$ cat src/rtl/dut_req_sched.sv
// dut_req_sched: round-robin scheduler sharing the boolean-gate dut's
// write/read method ports among NREQ operand requesters.
// Per grant: write A (addr 4), write B (addr 5), read Y (addr 3), then
// present the result tagged with the requester index.
// Ports: CLK, RST (async, active-high);
//   requester side: req_valid/req_a/req_b in, req_ready out (one-hot);
//   consumer side: rsp_valid/rsp_data/rsp_id/rsp_err out, rsp_ready in;
//   dut side: write_address/write_data/write_en out, write_rdy in,
//     read_address/read_en out, read_data/read_rdy in;
//   busy out: a transaction is in flight.
// Optional macro SCHED_TIMEOUT_EN: abort a handshake that waits TIMEOUT
// cycles and return rsp_err=1 with rsp_data=0.
module dut_req_sched #(
  parameter int NREQ    = 2,
  parameter int IDW     = 3,
  parameter int TIMEOUT = 15
) (
  input  logic            CLK,
  input  logic            RST,
  input  logic [NREQ-1:0] req_valid,
  input  logic [NREQ-1:0] req_a,
  input  logic [NREQ-1:0] req_b,
  output logic [NREQ-1:0] req_ready,
  output logic            rsp_valid,
  output logic            rsp_data,
  output logic [IDW-1:0]  rsp_id,
  output logic            rsp_err,
  input  logic            rsp_ready,
  output logic [2:0]      write_address,
  output logic            write_data,
  output logic            write_en,
  input  logic            write_rdy,
  output logic [2:0]      read_address,
  output logic            read_en,
  input  logic            read_data,
  input  logic            read_rdy,
  output logic            busy
);

  localparam logic [2:0] ADDR_A = 3'd4;
  localparam logic [2:0] ADDR_B = 3'd5;
  localparam logic [2:0] ADDR_Y = 3'd3;

  if (NREQ < 2 || NREQ > 8 || IDW < 1 ||
      (1 << IDW) < NREQ || TIMEOUT < 1) begin : g_cfg_chk
    $error("dut_req_sched: unsupported parameters");
  end

  typedef enum logic [2:0] {
    S_IDLE,
    S_WR_A,
    S_WR_B,
    S_RD_Y,
    S_RSP
  } state_e;

  state_e         state_q, state_d;
  logic [IDW-1:0] ptr_q, ptr_d;
  logic [IDW-1:0] id_q, id_d;
  logic           a_q, a_d;
  logic           b_q, b_d;
  logic           y_q, y_d;

  logic [NREQ-1:0] rot;
  logic [NREQ-1:0] gnt;
  logic [IDW-1:0]  gid;
  logic [IDW-1:0]  gnext;
  logic            any;
  int              off;
  int              sum;

  // Rotate the request vector so ptr sits at bit 0; the first set bit
  // is then the round-robin winner, offset from ptr.
  always_comb begin
    rot = NREQ'({req_valid, req_valid} >> ptr_q);
    any = 1'b0;
    off = 0;
    for (int k = 0; k < NREQ; k++) begin
      if (!any && rot[k]) begin
        any = 1'b1;
        off = k;
      end
    end
    sum = int'(ptr_q) + off;
    if (sum >= NREQ) sum = sum - NREQ;
    gid   = IDW'(sum);
    gnext = (sum == NREQ - 1) ? '0 : IDW'(sum + 1);
    gnt   = any ? (NREQ'(1) << gid) : '0;
  end

`ifdef SCHED_TIMEOUT_EN
  localparam int CW =
    ($clog2(TIMEOUT + 1) > 4) ? $clog2(TIMEOUT + 1) : 4;
  logic [CW-1:0] cnt_q, cnt_d;
  logic          err_q, err_d;
  logic          stall;
`endif

  always_comb begin
    state_d       = state_q;
    ptr_d         = ptr_q;
    id_d          = id_q;
    a_d           = a_q;
    b_d           = b_q;
    y_d           = y_q;
    req_ready     = '0;
    rsp_valid     = 1'b0;
    write_address = '0;
    write_data    = 1'b0;
    write_en      = 1'b0;
    read_address  = '0;
    read_en       = 1'b0;
    unique case (state_q)
      S_IDLE: begin
        // Reset holds state in IDLE, so gate the strobe explicitly.
        req_ready = RST ? '0 : gnt;
        if (any) begin
          state_d = S_WR_A;
          ptr_d   = gnext;
          id_d    = gid;
          a_d     = |(req_a & gnt);
          b_d     = |(req_b & gnt);
        end
      end
      S_WR_A: begin
        write_address = ADDR_A;
        write_data    = a_q;
        write_en      = write_rdy;
        if (write_rdy) state_d = S_WR_B;
      end
      S_WR_B: begin
        write_address = ADDR_B;
        write_data    = b_q;
        write_en      = write_rdy;
        if (write_rdy) state_d = S_RD_Y;
      end
      S_RD_Y: begin
        read_address = ADDR_Y;
        read_en      = read_rdy;
        if (read_rdy) begin
          y_d     = read_data;
          state_d = S_RSP;
        end
      end
      S_RSP: begin
        rsp_valid = 1'b1;
        if (rsp_ready) state_d = S_IDLE;
      end
      default: state_d = S_IDLE;
    endcase
`ifdef SCHED_TIMEOUT_EN
    err_d = err_q;
    cnt_d = cnt_q;
    stall = (state_q == S_WR_A || state_q == S_WR_B ||
             state_q == S_RD_Y) && !(write_en || read_en);
    if (state_q == S_RSP && rsp_ready) err_d = 1'b0;
    if (stall && cnt_q == CW'(TIMEOUT - 1)) begin
      state_d = S_RSP;
      err_d   = 1'b1;
      y_d     = 1'b0;
    end
    // Every state change restarts the wait window.
    if (state_d != state_q) cnt_d = '0;
    else if (stall) cnt_d = cnt_q + CW'(1);
`endif
  end

  always_ff @(posedge CLK or posedge RST) begin
    if (RST) begin
      state_q <= S_IDLE;
      ptr_q   <= '0;
      id_q    <= '0;
      a_q     <= 1'b0;
      b_q     <= 1'b0;
      y_q     <= 1'b0;
    end else begin
      state_q <= state_d;
      ptr_q   <= ptr_d;
      id_q    <= id_d;
      a_q     <= a_d;
      b_q     <= b_d;
      y_q     <= y_d;
    end
  end

`ifdef SCHED_TIMEOUT_EN
  always_ff @(posedge CLK or posedge RST) begin
    if (RST) begin
      cnt_q <= '0;
      err_q <= 1'b0;
    end else begin
      cnt_q <= cnt_d;
      err_q <= err_d;
    end
  end

  assign rsp_err = err_q;
`else
  assign rsp_err = 1'b0;
`endif

  assign rsp_data = y_q;
  assign rsp_id   = id_q;
  assign busy     = (state_q != S_IDLE);

endmodule

$ cat config.mk
export PLATFORM = sky130hd
export DESIGN_NAME = dut_req_sched
export DESIGN_NICKNAME = d
export VERILOG_FILES = /design/src/rtl/dut_req_sched.sv
export SDC_FILE = /design/constraint.sdc
export NUM_CORES = 1
export LEC_CHECK = 0
export ABC_AREA = 1
export CAP_MARGIN = 15
export CORE_UTILIZATION = 27
export CTS_CLUSTER_SIZE = 24
export DETAILED_ROUTE_END_ITERATION = 12
export PLACE_DENSITY = 0.56
export SKIP_CTS_REPAIR_TIMING = 1
export SLEW_MARGIN = 20
export SYNTH_ARGS = -nofsm -noshare
export SYNTH_HDL_FRONTEND = slang
export SYNTH_SLANG_ARGS = --single-unit
$ cat constraint.sdc
create_clock -name CLK -period 2.2 [get_ports CLK]
set_input_delay 0.33 -clock CLK [delete_from_list [all_inputs] [get_ports CLK]]
set_output_delay 0.33 -clock CLK [all_outputs]
set_load 0.02 [all_outputs]
==> metrics.yaml <==
route:
  wirelength_mm: 2.339
  avgViaCountPerCell: 4.239
  drtIter0Drc: 6
  drc_errors: 0
  antenna_left: 0
  dr.pass1.iters: 4
  num_vias: 941
  wl_per_cell_um: 10.54
critical_path:
  critPathKind: "reg2out"
  worstRegToRegCells: 19
  crit_path_max_fanout: 4
  crit_required_ps: 1870
  startpoint_type: "flip-flop"
  cp-end-kind: "output pin"
  worst_ep_arrival_time_ps: 2470
power:
  p_sw_share_pct: 41.56
  power_density_nw_per_um2: 646.6
  peakVddDrop_mv: 0.4218
  p_sw_uw: 420.6
  pwr-share-comb_pct: 53.2
  seq_power_share_pct: 28.9
  p_leak_nw: 0.8351
  internal-power_uw: 591.5
  p_clk_share_pct: 17.8
clocking:
  numCtsBuffers: 3
  cts-htree-levels: 1
  path_clk_slew_ps: 80
  cts_tree: "built"
  clk_latency_ps: 270
  cts_root_buffer: "clkbuf_4"
  ctsLongestPathBuffers: 2
  cts.sink_count: 12
run:
  maxCapViolations: 0
floorplanning:
  ioPinCount: 30
  core_um2: 3078
  start_util_pct: 28.82
  die_w_um: 59.32
  row_count: 20
  dieArea_um2: 3519
  fp.dieH_um: 59.32
cells_and_area:
  area_growth_pct: 76.45
  drive_above_1_share_pct: 38.20
  nets: 197
  fin_util_pct: 50.85
  instances_no_fill: 222
  num_antenna_cells: 0
sta:
  setup_violations: 9
  clock.fmax_mhz: 357.3
  fin_skew_ps: 2.460
  setup_slack_ps: -598.9
  rsz0062_at_grt: "yes"
  drv_slew: 0
  fin_crit_ps: 2799
  hold_violations: 0
  period_share_pct: 127.2
placement:
  hpwl_mm: 1.804
  dp.cells: 212
  dp_slack_ps: -1045
  port_buffers: 26
  place_congestion: 0.8092
synth:
  yosysWarnings: 0
  synth.distinct_cells: 22
  synth.avg_cell_area_um2: 7.212
  synth_seq_area_share_pct: 33.85
  syn_inst: 123
  syn-cell-area_um2: 887.1
  ys_ff_latch: 12
global_route:
  grtUsageTotal_pct: 13.79
  grt_pass1_vias: 827
  grt_start_max_net_pins: 13
  antenna_found_initial: 0
  grt_pass1_wl_mm: 3.553
  grt-ovfl-total: 0
status:
  outcome: "complete, but fails checks"
  violations: "negative setup slack"
hold_path:
  min_path_type: "in2async"
## power by group through the flow
stage               sequential (mW)  clock, mW  combinational (mW)
finish                        0.293      0.180               0.539
detailed placement            0.298          0               0.531
global route                  0.298      0.196               0.598
CTS                           0.293      0.188               0.533
floorplan                     0.304          0               0.314
global placement              0.296          0               0.529
## flip-flops by register name, summed over array words and instances, names as in the netlist
signal and flops:
a_q 1, b_q 1, ptr_q 3, rsp_data 1, rsp_id 3, state_q 3
## path summary, 6_finish.rpt
kind | start | end | slack [ps]
worst max-delay path | ptr_q[0] | req_ready[1] | -600
worst min register to register | a_q | a_q | 480
worst max register to register | ptr_q[0] | ptr_q[2] | -350
min in group CLK | a_q | a_q | 480
worst min-delay path | RST | ptr_q[2] | 380
max in group asynchronous | RST | rsp_data | 1660
## cell usage in the layout, fill, tap and decap left out, drive strengths merged
cell,n
conb,3
xor2,1
nand3b,1
a31oi,1
o21ai,8
nor2,8
ha,6
nand3,10
o22ai,2
nand2,41
nor3,1
a21oi,3
dlymetal6s2s,4
clkdlybuf4s50,20
dfrtp,12
inv,24
clkbuf,4
buf,29
## critical path, cell delays in order, from the launching register on
cell and delay, ps:
dfrtp_1 420, buf_4 150, nand2_1 90, a31oi_1 100, ha_2 220, ha_4 160
buf_4 130, nand2_4 50, nand2_4 50, ha_4 270, inv_4 40, o21ai_4 170
nand2_2 90, nor2_4 120, buf_6 120
## routing by layer
layer / up-vias / part of all wire, % / track usage [%]
li1: 486 / - / -
met1: 434 / 47 / 19.11
met2: 15 / 49 / 20.22
met3: 6 / 1.6 / 2.620
met4: 0 / 2.6 / 7.143
met5: - / 0 / 0
## synthesized netlist by cell type
master / n / area [µm²]
xor2_1: 1 / 8.760
a31oi_1: 1 / 6.260
o21ai_0: 1 / 5.000
nand3_2: 2 / 20.02
a21oi_1: 3 / 15.01
buf_4: 4 / 30.03
nor3_1: 1 / 5.000
inv_1: 20 / 75.07
nand3b_1: 1 / 7.510
o21ai_1: 3 / 15.01
ha_1: 6 / 75.07
nor2_8: 1 / 20.02
nand2_2: 5 / 31.28
nor2_2: 2 / 12.51
nand3_1: 8 / 40.04
nand2_1: 36 / 135.1
dfrtp_1: 12 / 300.3
nor2_1: 5 / 18.77
conb_1: 1 / 3.750
o21ai_2: 4 / 35.03
o22ai_1: 2 / 12.51
inv_2: 4 / 15.01
## final cells by class
| type | instances | area (µm²) |
|---|---|---|
| clock buffers | 4 | 36.28 |
| multi-input cells | 85 | 586.8 |
| fillers | 322 | 1513 |
| repair buffers | 53 | 494.2 |
| well taps | 44 | 55.05 |
| flip-flops and latches | 12 | 300.3 |
| inverters | 24 | 92.59 |
## metrics by stage
step | total power [mW] | hold WS (ps) | cell area (µm²) | setup TNS, ps
floorplan | 0.6176 | 202.9 | 944.7 | -287.4
global placement | 0.8246 | 463.2 | 1388 | -4504
detailed placement | 0.8283 | 467.8 | 1388 | -4873
CTS | 1.014 | 382.7 | 1424 | -2961
global route | 1.093 | 406.5 | 1565 | -4005
finish | 1.012 | 380.8 | 1565 | -2775
## kinds of logic (layout without fill, tap and decap cells)
| family | count (synthesis) | in the layout | share of synthesized area, % |
|---|---|---|---|
| buf+inv | 28 | 81 | 13.54 |
| simple gates | 61 | 61 | 32.72 |
| xor+xnor | 1 | 1 | 0.9875 |
| fa+ha+maj | 6 | 6 | 8.462 |
| other cells | 1 | 3 | 0.4227 |
| compound gates | 14 | 14 | 10.01 |
| flops | 12 | 12 | 33.85 |
Power figures use the tool's default switching activity.
